[src/rtl/multdiv_pkg.sv]
// Shared types and constants for the iterative signed multiply/divide unit.
package multdiv_pkg;
  typedef enum logic [2:0] {
    IDLE,
    MULT,
    DIV,
    FIX,
    DONE
  } state_t;

  localparam logic OP_MULT  = 1'b0;
  localparam logic OP_DIV   = 1'b1;
  localparam int   ITER_CNT = 32;
  localparam int   CNT_W    = 6;
endpackage

[src/rtl/mult_div_unit_if.sv]
// Request/result bundle between a requester (master) and the multiply/divide unit (slave).
interface mult_div_unit_if #(parameter int DATA_W = 32);
  logic              start;
  logic              op;
  logic [DATA_W-1:0] a;
  logic [DATA_W-1:0] b;
  logic [DATA_W-1:0] hi;
  logic [DATA_W-1:0] lo;
  logic              busy;
  logic              done;
  logic              div_zero;

  modport master (
    output start, op, a, b,
    input  hi, lo, busy, done, div_zero
  );

  modport slave (
    input  start, op, a, b,
    output hi, lo, busy, done, div_zero
  );
endinterface

[src/rtl/md_sign_fix.sv]
// Two's-complement conditional negation; with i_neg = MSB of i_val it yields |i_val|.
module md_sign_fix #(
  parameter int W = 32
) (
  input  logic [W-1:0] i_val,
  input  logic         i_neg,
  output logic [W-1:0] o_res
);
  assign o_res = i_neg ? (~i_val + W'(1)) : i_val;
endmodule

[src/rtl/mult_div_unit.sv]
// Iterative signed 32x32 multiply / 32/32 divide: 32 unsigned steps on magnitudes, then a sign-fix cycle.
// Optional macro MULTDIV_DIVZERO_EXC_EN: divide by zero finishes immediately and pulses div_zero.
module mult_div_unit
  import multdiv_pkg::*;
#(
  parameter int DATA_W = 32
) (
  input  logic            i_clk,
  input  logic            i_rst_n,
  mult_div_unit_if.slave  bus
);
  state_t              r_state;
  state_t              w_state_next;
  logic                r_op;
  logic                r_neg_q;
  logic                r_neg_r;
  logic [DATA_W-1:0]   r_rem;
  logic [DATA_W-1:0]   r_quo;
  logic [DATA_W-1:0]   r_dvs;
  logic [DATA_W-1:0]   r_hi;
  logic [DATA_W-1:0]   r_lo;
  logic [CNT_W-1:0]    r_cnt;

  logic [DATA_W-1:0]   w_a_mag;
  logic [DATA_W-1:0]   w_b_mag;
  logic [2*DATA_W-1:0] w_prod_s;
  logic [DATA_W-1:0]   w_quo_s;
  logic [DATA_W-1:0]   w_rem_s;
  logic                w_iter_done;
  logic                w_dz_take;
  logic [DATA_W:0]     w_mul_sum;
  logic [DATA_W:0]     w_div_shift;
  logic [DATA_W-1:0]   w_div_sub;
  logic                w_div_ok;

  md_sign_fix #(.W(DATA_W)) u_abs_a (
    .i_val(bus.a), .i_neg(bus.a[DATA_W-1]), .o_res(w_a_mag)
  );
  md_sign_fix #(.W(DATA_W)) u_abs_b (
    .i_val(bus.b), .i_neg(bus.b[DATA_W-1]), .o_res(w_b_mag)
  );
  md_sign_fix #(.W(2*DATA_W)) u_fix_prod (
    .i_val({r_rem, r_quo}), .i_neg(r_neg_q), .o_res(w_prod_s)
  );
  md_sign_fix #(.W(DATA_W)) u_fix_quo (
    .i_val(r_quo), .i_neg(r_neg_q), .o_res(w_quo_s)
  );
  md_sign_fix #(.W(DATA_W)) u_fix_rem (
    .i_val(r_rem), .i_neg(r_neg_r), .o_res(w_rem_s)
  );

  // The counter reaches ITER_CNT after the last step; that cycle only hands over to FIX.
  assign w_iter_done = (r_cnt == CNT_W'(ITER_CNT));

`ifdef MULTDIV_DIVZERO_EXC_EN
  logic r_dz;
  assign w_dz_take    = bus.start && (bus.op == OP_DIV) && (bus.b == '0);
  assign bus.div_zero = (r_state == DONE) && r_dz;
`else
  assign w_dz_take    = 1'b0;
  assign bus.div_zero = 1'b0;
`endif

  // Shift-add: r_rem:r_quo is the 64-bit product register, multiplier bits leave from r_quo[0].
  assign w_mul_sum = {1'b0, r_rem} + (r_quo[0] ? {1'b0, r_dvs} : '0);

  // Restoring divide: dividend bits shift out of r_quo's MSB, quotient bits shift in at its LSB.
  assign w_div_shift = {r_rem, r_quo[DATA_W-1]};
  assign w_div_ok    = (w_div_shift >= {1'b0, r_dvs});
  assign w_div_sub   = w_div_shift[DATA_W-1:0] - r_dvs;

  always_ff @(posedge i_clk) begin
    if (!i_rst_n) begin
      r_state <= IDLE;
    end else begin
      r_state <= w_state_next;
    end
  end

  always_comb begin
    w_state_next = r_state;
    case (r_state)
      IDLE: begin
        if (bus.start) begin
          if (w_dz_take) begin
            w_state_next = DONE;
          end else if (bus.op == OP_DIV) begin
            w_state_next = DIV;
          end else begin
            w_state_next = MULT;
          end
        end
      end
      MULT, DIV: begin
        if (w_iter_done) begin
          w_state_next = FIX;
        end
      end
      FIX:     w_state_next = DONE;
      DONE:    w_state_next = IDLE;
      default: w_state_next = IDLE;
    endcase
  end

  always_ff @(posedge i_clk) begin
    if (!i_rst_n) begin
      r_op    <= OP_MULT;
      r_neg_q <= 1'b0;
      r_neg_r <= 1'b0;
      r_rem   <= '0;
      r_quo   <= '0;
      r_dvs   <= '0;
      r_hi    <= '0;
      r_lo    <= '0;
      r_cnt   <= '0;
`ifdef MULTDIV_DIVZERO_EXC_EN
      r_dz    <= 1'b0;
`endif
    end else begin
      case (r_state)
        IDLE: begin
          if (bus.start) begin
            r_op    <= bus.op;
            r_neg_q <= bus.a[DATA_W-1] ^ bus.b[DATA_W-1];
            r_neg_r <= bus.a[DATA_W-1];
            r_quo   <= w_a_mag;
            r_dvs   <= w_b_mag;
            r_rem   <= '0;
            r_cnt   <= '0;
`ifdef MULTDIV_DIVZERO_EXC_EN
            r_dz    <= w_dz_take;
`endif
          end
        end
        MULT: begin
          if (!w_iter_done) begin
            r_rem <= w_mul_sum[DATA_W:1];
            r_quo <= {w_mul_sum[0], r_quo[DATA_W-1:1]};
            r_cnt <= r_cnt + CNT_W'(1);
          end
        end
        DIV: begin
          if (!w_iter_done) begin
            r_rem <= w_div_ok ? w_div_sub : w_div_shift[DATA_W-1:0];
            r_quo <= {r_quo[DATA_W-2:0], w_div_ok};
            r_cnt <= r_cnt + CNT_W'(1);
          end
        end
        FIX: begin
          if (r_op == OP_MULT) begin
            r_hi <= w_prod_s[2*DATA_W-1:DATA_W];
            r_lo <= w_prod_s[DATA_W-1:0];
          end else begin
            r_hi <= w_rem_s;
            r_lo <= w_quo_s;
          end
        end
        default: begin
        end
      endcase
    end
  end

  assign bus.busy = (r_state == MULT) || (r_state == DIV) || (r_state == FIX);
  assign bus.done = (r_state == DONE);
  assign bus.hi   = r_hi;
  assign bus.lo   = r_lo;
endmodule
[src/flat_wrapper.sv]
// flat-port wrapper written by rule: the top's interface ports become plain ports
module mult_div_unit_flat import multdiv_pkg::*;
#(
  parameter int DATA_W = 32
)
  (i_clk, i_rst_n, bus_start, bus_op, bus_a, bus_b, bus_hi, bus_lo, bus_busy, bus_done, bus_div_zero);
  mult_div_unit_if #(.DATA_W(DATA_W)) bus_i ();
  input  logic i_clk;
  input  logic i_rst_n;
  input wire logic [$bits(bus_i.start)-1:0] bus_start;
  input wire logic [$bits(bus_i.op)-1:0] bus_op;
  input wire logic [$bits(bus_i.a)-1:0] bus_a;
  input wire logic [$bits(bus_i.b)-1:0] bus_b;
  output wire logic [$bits(bus_i.hi)-1:0] bus_hi;
  output wire logic [$bits(bus_i.lo)-1:0] bus_lo;
  output wire logic [$bits(bus_i.busy)-1:0] bus_busy;
  output wire logic [$bits(bus_i.done)-1:0] bus_done;
  output wire logic [$bits(bus_i.div_zero)-1:0] bus_div_zero;
  assign bus_i.start = bus_start;
  assign bus_i.op = bus_op;
  assign bus_i.a = bus_a;
  assign bus_i.b = bus_b;
  assign bus_hi = bus_i.hi;
  assign bus_lo = bus_i.lo;
  assign bus_busy = bus_i.busy;
  assign bus_done = bus_i.done;
  assign bus_div_zero = bus_i.div_zero;
  mult_div_unit #(.DATA_W(DATA_W)) u_core (.i_clk(i_clk), .i_rst_n(i_rst_n), .bus(bus_i));
endmodule
[config.mk]
export PLATFORM = sky130hd
export DESIGN_NAME = mult_div_unit_flat
export DESIGN_NICKNAME = d
export VERILOG_FILES = /design/src/rtl/multdiv_pkg.sv /design/src/rtl/mult_div_unit_if.sv /design/src/rtl/md_sign_fix.sv /design/src/rtl/mult_div_unit.sv /design/src/flat_wrapper.sv
export SDC_FILE = /design/constraint.sdc
export NUM_CORES = 1
export LEC_CHECK = 0
export CORE_ASPECT_RATIO = 1.25
export CORE_UTILIZATION = 54
export CTS_BUF_LIST = sky130_fd_sc_hd__clkbuf_4 sky130_fd_sc_hd__clkbuf_8
export DETAILED_ROUTE_END_ITERATION = 10
export PLACE_DENSITY = 0.87
export SETUP_SLACK_MARGIN = 0.1
export SLEW_MARGIN = 20
export SYNTH_ARGS = -nofsm -noshare
export SYNTH_HDL_FRONTEND = slang
export SYNTH_SLANG_ARGS = --single-unit
[constraint.sdc]
create_clock -name i_clk -period 3.15 [get_ports i_clk]
set_input_delay 0.63 -clock i_clk [delete_from_list [all_inputs] [get_ports i_clk]]
set_output_delay 0.63 -clock i_clk [all_outputs]
set_load 0.02 [all_outputs]
==> results.tsv, run 1 <==
metric	value	unit
status	finished clean	
routed len/inst	19.62	µm
Arrival @ worst endpoint	3.46	ns
Fin Hold WS	0.4548	ns
final hold vios	0	
fillcell total	1837	
Syn Nets	1947	
Final setup viols	0	
Residual DRC	0	
gpl congestion	0.9640	
unrepaired setup endpoints after global routing	true	
Worst Setup End Kind	flip-flop	
Worst Path Max Fanout	8	
final instance area	17840	µm²
initial antenna violation count	0	
CTS tree	built	
critical path class	reg2reg	
area grow syn2layout	31.95	%
syn avg cell area	7.482	µm²
CTS buffer count	17	
nets	2231	
FF+latch count, synth	172	
GRT busiest layer	met2	
Post-synth ARST share	0	%
Slew headroom	46.69	%
YS warnings	0	
Antenna Nets Post-Route	0	
Leakage	7.124	nW
CP Data Required Time	3.54	ns
number of cell rows	64	
register area share after synthesis	25.47	%
Hold Crit Class	reg2reg	
fin util	72.80	%
Cell Area, Synth	13520	µm²
power density over the cells	504.5	nW/µm²
initial DRC count	1578	
min cycle time layout	3.071	ns
met3 Track Usage GR	5.849	%
dpl hpwl	34.99	mm
Yosys cell types	83	
share of cells above drive strength 1	20.63	%
die width	143.5	µm
clock tree buffer depth	2	
GRT met2 Usage	64.06	%
initial core utilization	55.17	%
period utilization	97.48	%
DR vias/cell	6.370	
Clk Latency, worst-skew pair	0.51	ns
max_cap viols	0	
n_diodes	0	
drt total wl	47.75	mm
top_reg_cell synth	dfxtp_1	
Worst-path clk slew	0.10	ns
final global-route overflow total	0	
Max IR drop VDD	362.3	µV
M1 GR Usage	38.43	%
vias in the first global route	14599	
Max Slew Vio Count	0	
Final Skew	0.01453	ns
placed cell count	2377	
CP Launch Type	flip-flop	
pre-CTS setup slack	-0.5053	ns
largest net degree at the start of global routing	73	
# H-tree levels	4	
PortBufs	133	
Placeable Area	24500	µm²
Synth Instances	1807	
router iterations before antenna repair	8	
first-pass GRT wire length	71.54	mm
Post-synth EDFFs	0	
DR vias	15505	
Top Ports	135	
Die Span Y	178.9	µm
post-route setup slack	0.07925	ns
clk sinks	172	
worst-margin pin slew	0.7986	ns
die area	25680	µm²
fmax	325.7	MHz
setup_tns	0	ns
Tot Pwr	8.999	mW
non-filler cells, final	2434	
Root Driver	clkbuf_8	
total track usage	35.67	%
Area after DPL	16590	µm²
## cell usage after synthesis, types with 4 or more instances
| master | number | area [µm²] |
|---|---|---|
| buf_2 | 5 | 25.02 |
| mux2i_1 | 13 | 130.1 |
| dfxtp_1 | 172 | 3443 |
| and3_1 | 16 | 100.1 |
| or3_1 | 16 | 100.1 |
| nor4_1 | 19 | 118.9 |
| o41ai_1 | 17 | 148.9 |
| nand3b_1 | 6 | 45.04 |
| nand2_1 | 149 | 559.3 |
| nand4_1 | 21 | 131.4 |
| o2111ai_1 | 4 | 35.03 |
| a22oi_1 | 18 | 135.1 |
| o22ai_1 | 6 | 37.54 |
| inv_1 | 68 | 255.2 |
| nor2_1 | 187 | 701.9 |
| nor2b_1 | 11 | 68.82 |
| xor2_1 | 103 | 902.1 |
| o31a_1 | 4 | 35.03 |
| and4_1 | 6 | 52.55 |
| ha_1 | 70 | 875.8 |
| or4_1 | 13 | 97.59 |
| clkbuf_1 | 101 | 379.1 |
| a311oi_1 | 4 | 35.03 |
| buf_1 | 9 | 33.78 |
| a31oi_1 | 16 | 100.1 |
| o21a_1 | 9 | 67.56 |
| nand3_1 | 31 | 155.2 |
| nand2b_1 | 12 | 75.07 |
| o31ai_1 | 28 | 210.2 |
| a21o_1 | 23 | 172.7 |
| and2_1 | 10 | 62.56 |
| xnor2_1 | 63 | 551.8 |
| nor3_1 | 34 | 170.2 |
| o21ai_0 | 167 | 835.8 |
| a211oi_1 | 74 | 555.5 |
| mux2_2 | 18 | 202.7 |
| o211ai_1 | 15 | 112.6 |
| a21oi_1 | 155 | 775.7 |
| o21bai_1 | 10 | 75.07 |
| a221oi_1 | 33 | 289.0 |
| or2_2 | 9 | 56.30 |
## what timing repair did
item	CTS	global route
setup buffers	10	14
endpoints found under the setup margin	38	56
hold buffers	0	0
resized for setup	37	124
endpoints found under the hold margin	0	0
pin swaps	11	71
cloned	0	1
## where the power goes
part	leakage, nW	total, mW	switching, mW	internal [mW]
Combinational	5.49	4.67	2.58	2.09
Clock	0.218	1.75	0.963	0.783
Sequential	1.41	2.58	0.212	2.37
## layout by cell type (no fill, tap or decap), types with 62 or more instances in the layout
cell / count
buf_4: 239
a211oi_1: 71
clkdlybuf4s50_1: 124
nor2_1: 180
dfxtp_1: 163
o21ai_0: 147
inv_1: 64
a21oi_1: 141
nand2_1: 149
xnor2_1: 62
xor2_1: 103
## critical path: stages, from the launching register on
cell and delay, ns:
dfxtp_1 0.40, inv_1 0.08, ha_1 0.35, a211oi_1 0.36, a211oi_2 0.15, o2111ai_1 0.22, buf_4 0.19, a21oi_4 0.06
nand3b_1 0.21, buf_4 0.18, buf_12 0.14, mux2_2 0.28, a221oi_2 0.25, nor2_1 0.09
## metal layers
| metal | part of all wire (%) | vias to the layer above | routed length (µm) |
|---|---|---|---|
| met4 | 6.5 | 0 | 3114 |
| met2 | 49 | 867 | 23390 |
| met3 | 7.4 | 259 | 3527 |
| li1 | - | 7193 | - |
| met5 | 0 | - | 0 |
| met1 | 37 | 7186 | 17710 |
## state kept, by name (all words and copies together), names as in the netlist
| signal | count |
|---|---|
| u_core.r_cnt | 6 |
| u_core.r_state | 3 |
| u_core.bus.hi | 32 |
| u_core.r_rem | 32 |
| u_core.bus.lo | 32 |
| u_core.r_op | 1 |
| u_core.r_dvs | 32 |
| u_core.r_neg_r | 1 |
| u_core.r_quo | 32 |
| u_core.r_neg_q | 1 |
## logic make-up (layout without fill, tap and decap cells)
| logic type | after synthesis | count (layout) | share of synthesized area, % |
|---|---|---|---|
| adder cells (fa/ha/maj) | 72 | 72 | 6.775 |
| AND/OR/NAND/NOR | 561 | 561 | 19.91 |
| AO/OA/AOI/OAI | 617 | 617 | 29.25 |
| other | 1 | 1 | 0.02774 |
| flip-flops | 172 | 172 | 25.47 |
| XOR/XNOR | 166 | 166 | 10.75 |
| buffers and inverters | 187 | 484 | 5.349 |
| multiplexers | 31 | 31 | 2.462 |
## area by class of cell
class                      instances  area (µm²)  area share [%]
clock buffer                      20       269.0           1.508
timing repair buffer             383        3331           18.67
multi-input combinational       1448        9943           55.74
tap                              330       412.9           2.315
clock inverter                    12       151.4          0.8487
sequential                       172        3465           19.42
inverter                          69       266.5           1.494
## worst paths after layout
check / to / from / depth (start not counted) / slack (ns)
min: u_core.bus.hi[19]$_SDFFE_PN0P_ / u_core.bus.hi[19]$_SDFFE_PN0P_ / 2 / 0.45
min reg2reg: u_core.bus.hi[19]$_SDFFE_PN0P_ / u_core.bus.hi[19]$_SDFFE_PN0P_ / 2 / 0.45
max: u_core.r_rem[12]$_SDFFE_PN0P_ / u_core.r_dvs[3]$_SDFFE_PN0P_ / 13 / 0.08
max reg2reg: u_core.r_rem[12]$_SDFFE_PN0P_ / u_core.r_dvs[3]$_SDFFE_PN0P_ / 13 / 0.08
(Power assumes the default switching activity.)
==> run 2: changes to the inputs <==
--- a/config.mk
+++ b/config.mk
@@ -9,8 +9,9 @@
 export CORE_UTILIZATION = 54
 export CTS_BUF_LIST = sky130_fd_sc_hd__clkbuf_4 sky130_fd_sc_hd__clkbuf_8
 export DETAILED_ROUTE_END_ITERATION = 10
-export PLACE_DENSITY = 0.87
+export PLACE_DENSITY = 0.79
 export SETUP_SLACK_MARGIN = 0.1
+export SKIP_CTS_REPAIR_TIMING = 1
 export SLEW_MARGIN = 20
 export SYNTH_ARGS = -nofsm -noshare
 export SYNTH_HDL_FRONTEND = slang
==> run 2 against run 1 <==
Against the previous run: the run now ends with setup timing left; total power increased by 4.0%; die area is the same; first-iteration DRC count is 12% lower; global-route usage decreased by 0.27 points; utilization up 1.7 points; combinational power up 9.2%; non-clock buffer count is 19 higher; cell count is 0.82% higher; wire length grew 1.5%; via count increased by 0.35%.
==> results.tsv, run 2 (synthesis gave the netlist of run 1 again) <==
metric	value	unit
unrepaired setup endpoints after global routing	true	
Tot Pwr	9.363	mW
routed wl met3	3.798	mm
gpl congestion	1.032	
Placeable Area	24500	µm²
largest net degree at the start of global routing	95	
DR vias/cell	6.341	
fillcell total	1883	
met1 wire length	17.96	mm
Arrival @ worst endpoint	3.56	ns
Worst Setup End Kind	flip-flop	
vias in the first global route	13962	
CP Data Required Time	3.53	ns
Leakage	7.238	nW
routed len/inst	19.74	µm
area grow syn2layout	34.95	%
Gate power share	54.5	%
CTS buffer count	17	
nets	2250	
Switch Pwr	3.831	mW
most frequent cells in the layout	buf_4, nor2_1, dfxtp_1	
min cycle time layout	3.189	ns
Worst-path clk slew	0.10	ns
CP Launch Type	flip-flop	
initial DRC count	1389	
final hold vios	0	
Top Layer Used	met4	
number of cell rows	64	
Final Skew	0.01332	ns
Max Slew Vio Count	0	
period utilization	101.2	%
clk sinks	172	
Hold Crit Class	reg2reg	
total track usage	35.40	%
share of cells above drive strength 1	22.80	%
critical path's slowest cell	dfxtp_4	
initial antenna violation count	1	
Max IR drop VDD	333.1	µV
pre-CTS setup slack	-0.4281	ns
post-route setup slack	-0.03856	ns
dpl hpwl	34.76	mm
die area	25680	µm²
Buf/Inv on CP	5	
Clk Latency, worst-skew pair	0.49	ns
Die Span Y	178.9	µm
Clock power frac	18.1	%
Top Family by Delay on Critical Path	compound AO/OA/AOI/OAI gates	
Switching Fraction	40.92	%
initial core utilization	55.17	%
DR vias	15560	
first-pass GRT wire length	70.91	mm
router iterations before antenna repair	6	
fmax	313.6	MHz
worst-margin pin slew	0.8484	ns
Worst Path Max Fanout	7	
max_cap viols	0	
drt total wl	48.45	mm
failing checks	setup timing	
PortBufs	133	
most common cell after layout, fill and taps aside	buf_4	
CP max stage delay	0.38	ns
# H-tree levels	4	
critical path class	reg2reg	
Top Ports	135	
status	finished with violations	
final global-route overflow total	0	
clock tree buffer depth	2	
power density over the cells	513.2	nW/µm²
Residual DRC	0	
Internal	5.531	mW
CTS tree	built	
Slew headroom	43.36	%
Flop pwr share	27.4	%
Root Driver	clkbuf_8	
die width	143.5	µm
crit path cell chain	buf_6, ha_4, nor2b_4, o211ai_1, a211oi_2, o2111ai_1, buf_4, a21oi_4, nand3b_1, buf_12, buf_12, buf_6, mux2_4, a32oi_1, a21oi_1	
Final setup viols	11	
Antenna Nets Post-Route	0	
Met2 Wirelength	23.21	mm
==> run 2: power groups by stage <==
stage / Clock [mW] / Sequential [mW] / Combinational, mW
CTS: 1.71 / 2.54 / 4.24
global placement: 0 / 2.59 / 4.15
finish: 1.70 / 2.57 / 5.10
floorplan: 0 / 2.61 / 2.54
global route: 1.78 / 2.58 / 5.43
detailed placement: 0 / 2.60 / 4.22
==> run 2: routing by layer <==
layer | track usage [%] | vias up
li1 | - | 7207
met1 | 39.52 | 7251
met3 | 6.464 | 264
met2 | 62.12 | 838
met4 | 21.54 | 0
met5 | 0 | -
==> run 2: final timing paths <==
| check | end | cells after the start | startpoint | slack (ns) |
|---|---|---|---|---|
| max | u_core.r_rem[6]$_SDFFE_PN0P_ | 15 | u_core.r_rem[0]$_SDFFE_PN0P_ | -0.04 |
| min | u_core.bus.hi[27]$_SDFFE_PN0P_ | 2 | u_core.bus.hi[27]$_SDFFE_PN0P_ | 0.45 |
| max reg2reg | u_core.r_rem[6]$_SDFFE_PN0P_ | 15 | u_core.r_rem[0]$_SDFFE_PN0P_ | -0.04 |
| min reg2reg | u_core.bus.hi[27]$_SDFFE_PN0P_ | 2 | u_core.bus.hi[27]$_SDFFE_PN0P_ | 0.45 |
==> run 2: final cells by class <==
type | instances | area [µm²] | area share, %
well taps | 330 | 412.9 | 2.263
multi-input cells | 1448 | 10140 | 55.61
inverters | 69 | 261.5 | 1.433
clock inverters | 13 | 158.9 | 0.8710
clock buffers | 19 | 261.5 | 1.433
repair buffers | 402 | 3543 | 19.42
flip-flops and latches | 172 | 3458 | 18.96
diodes | 1 | 2.502 | 0.01372
==> run 2: worst register-to-register path, stage by stage, from the launching register on <==
cell,delay [ns]
dfxtp_4,0.38
buf_6,0.13
ha_4,0.26
nor2b_4,0.15
o211ai_1,0.18
a211oi_2,0.33
o2111ai_1,0.17
buf_4,0.18
a21oi_4,0.16
nand3b_1,0.20
buf_12,0.16
buf_12,0.15
buf_6,0.11
mux2_4,0.29
a32oi_1,0.17
a21oi_1,0.08
==> run 2: per-stage QoR <==
stage	utilization [%]	setup TNS [ns]	area [µm²]	cells	hold WS [ns]
3_3_place_gp	68.19	-3.319	16710	2388	0.4392
4_1_cts	69.91	-1.547	17130	2420	0.4554
3_5_place_dp	68.19	-5.304	16710	2388	0.4421
5_1_grt	74.44	-1.786	18240	2453	0.4756
6_report	74.45	-0.2650	18240	2454	0.4532
2_1_floorplan	-	0	13520	1807	0.4781
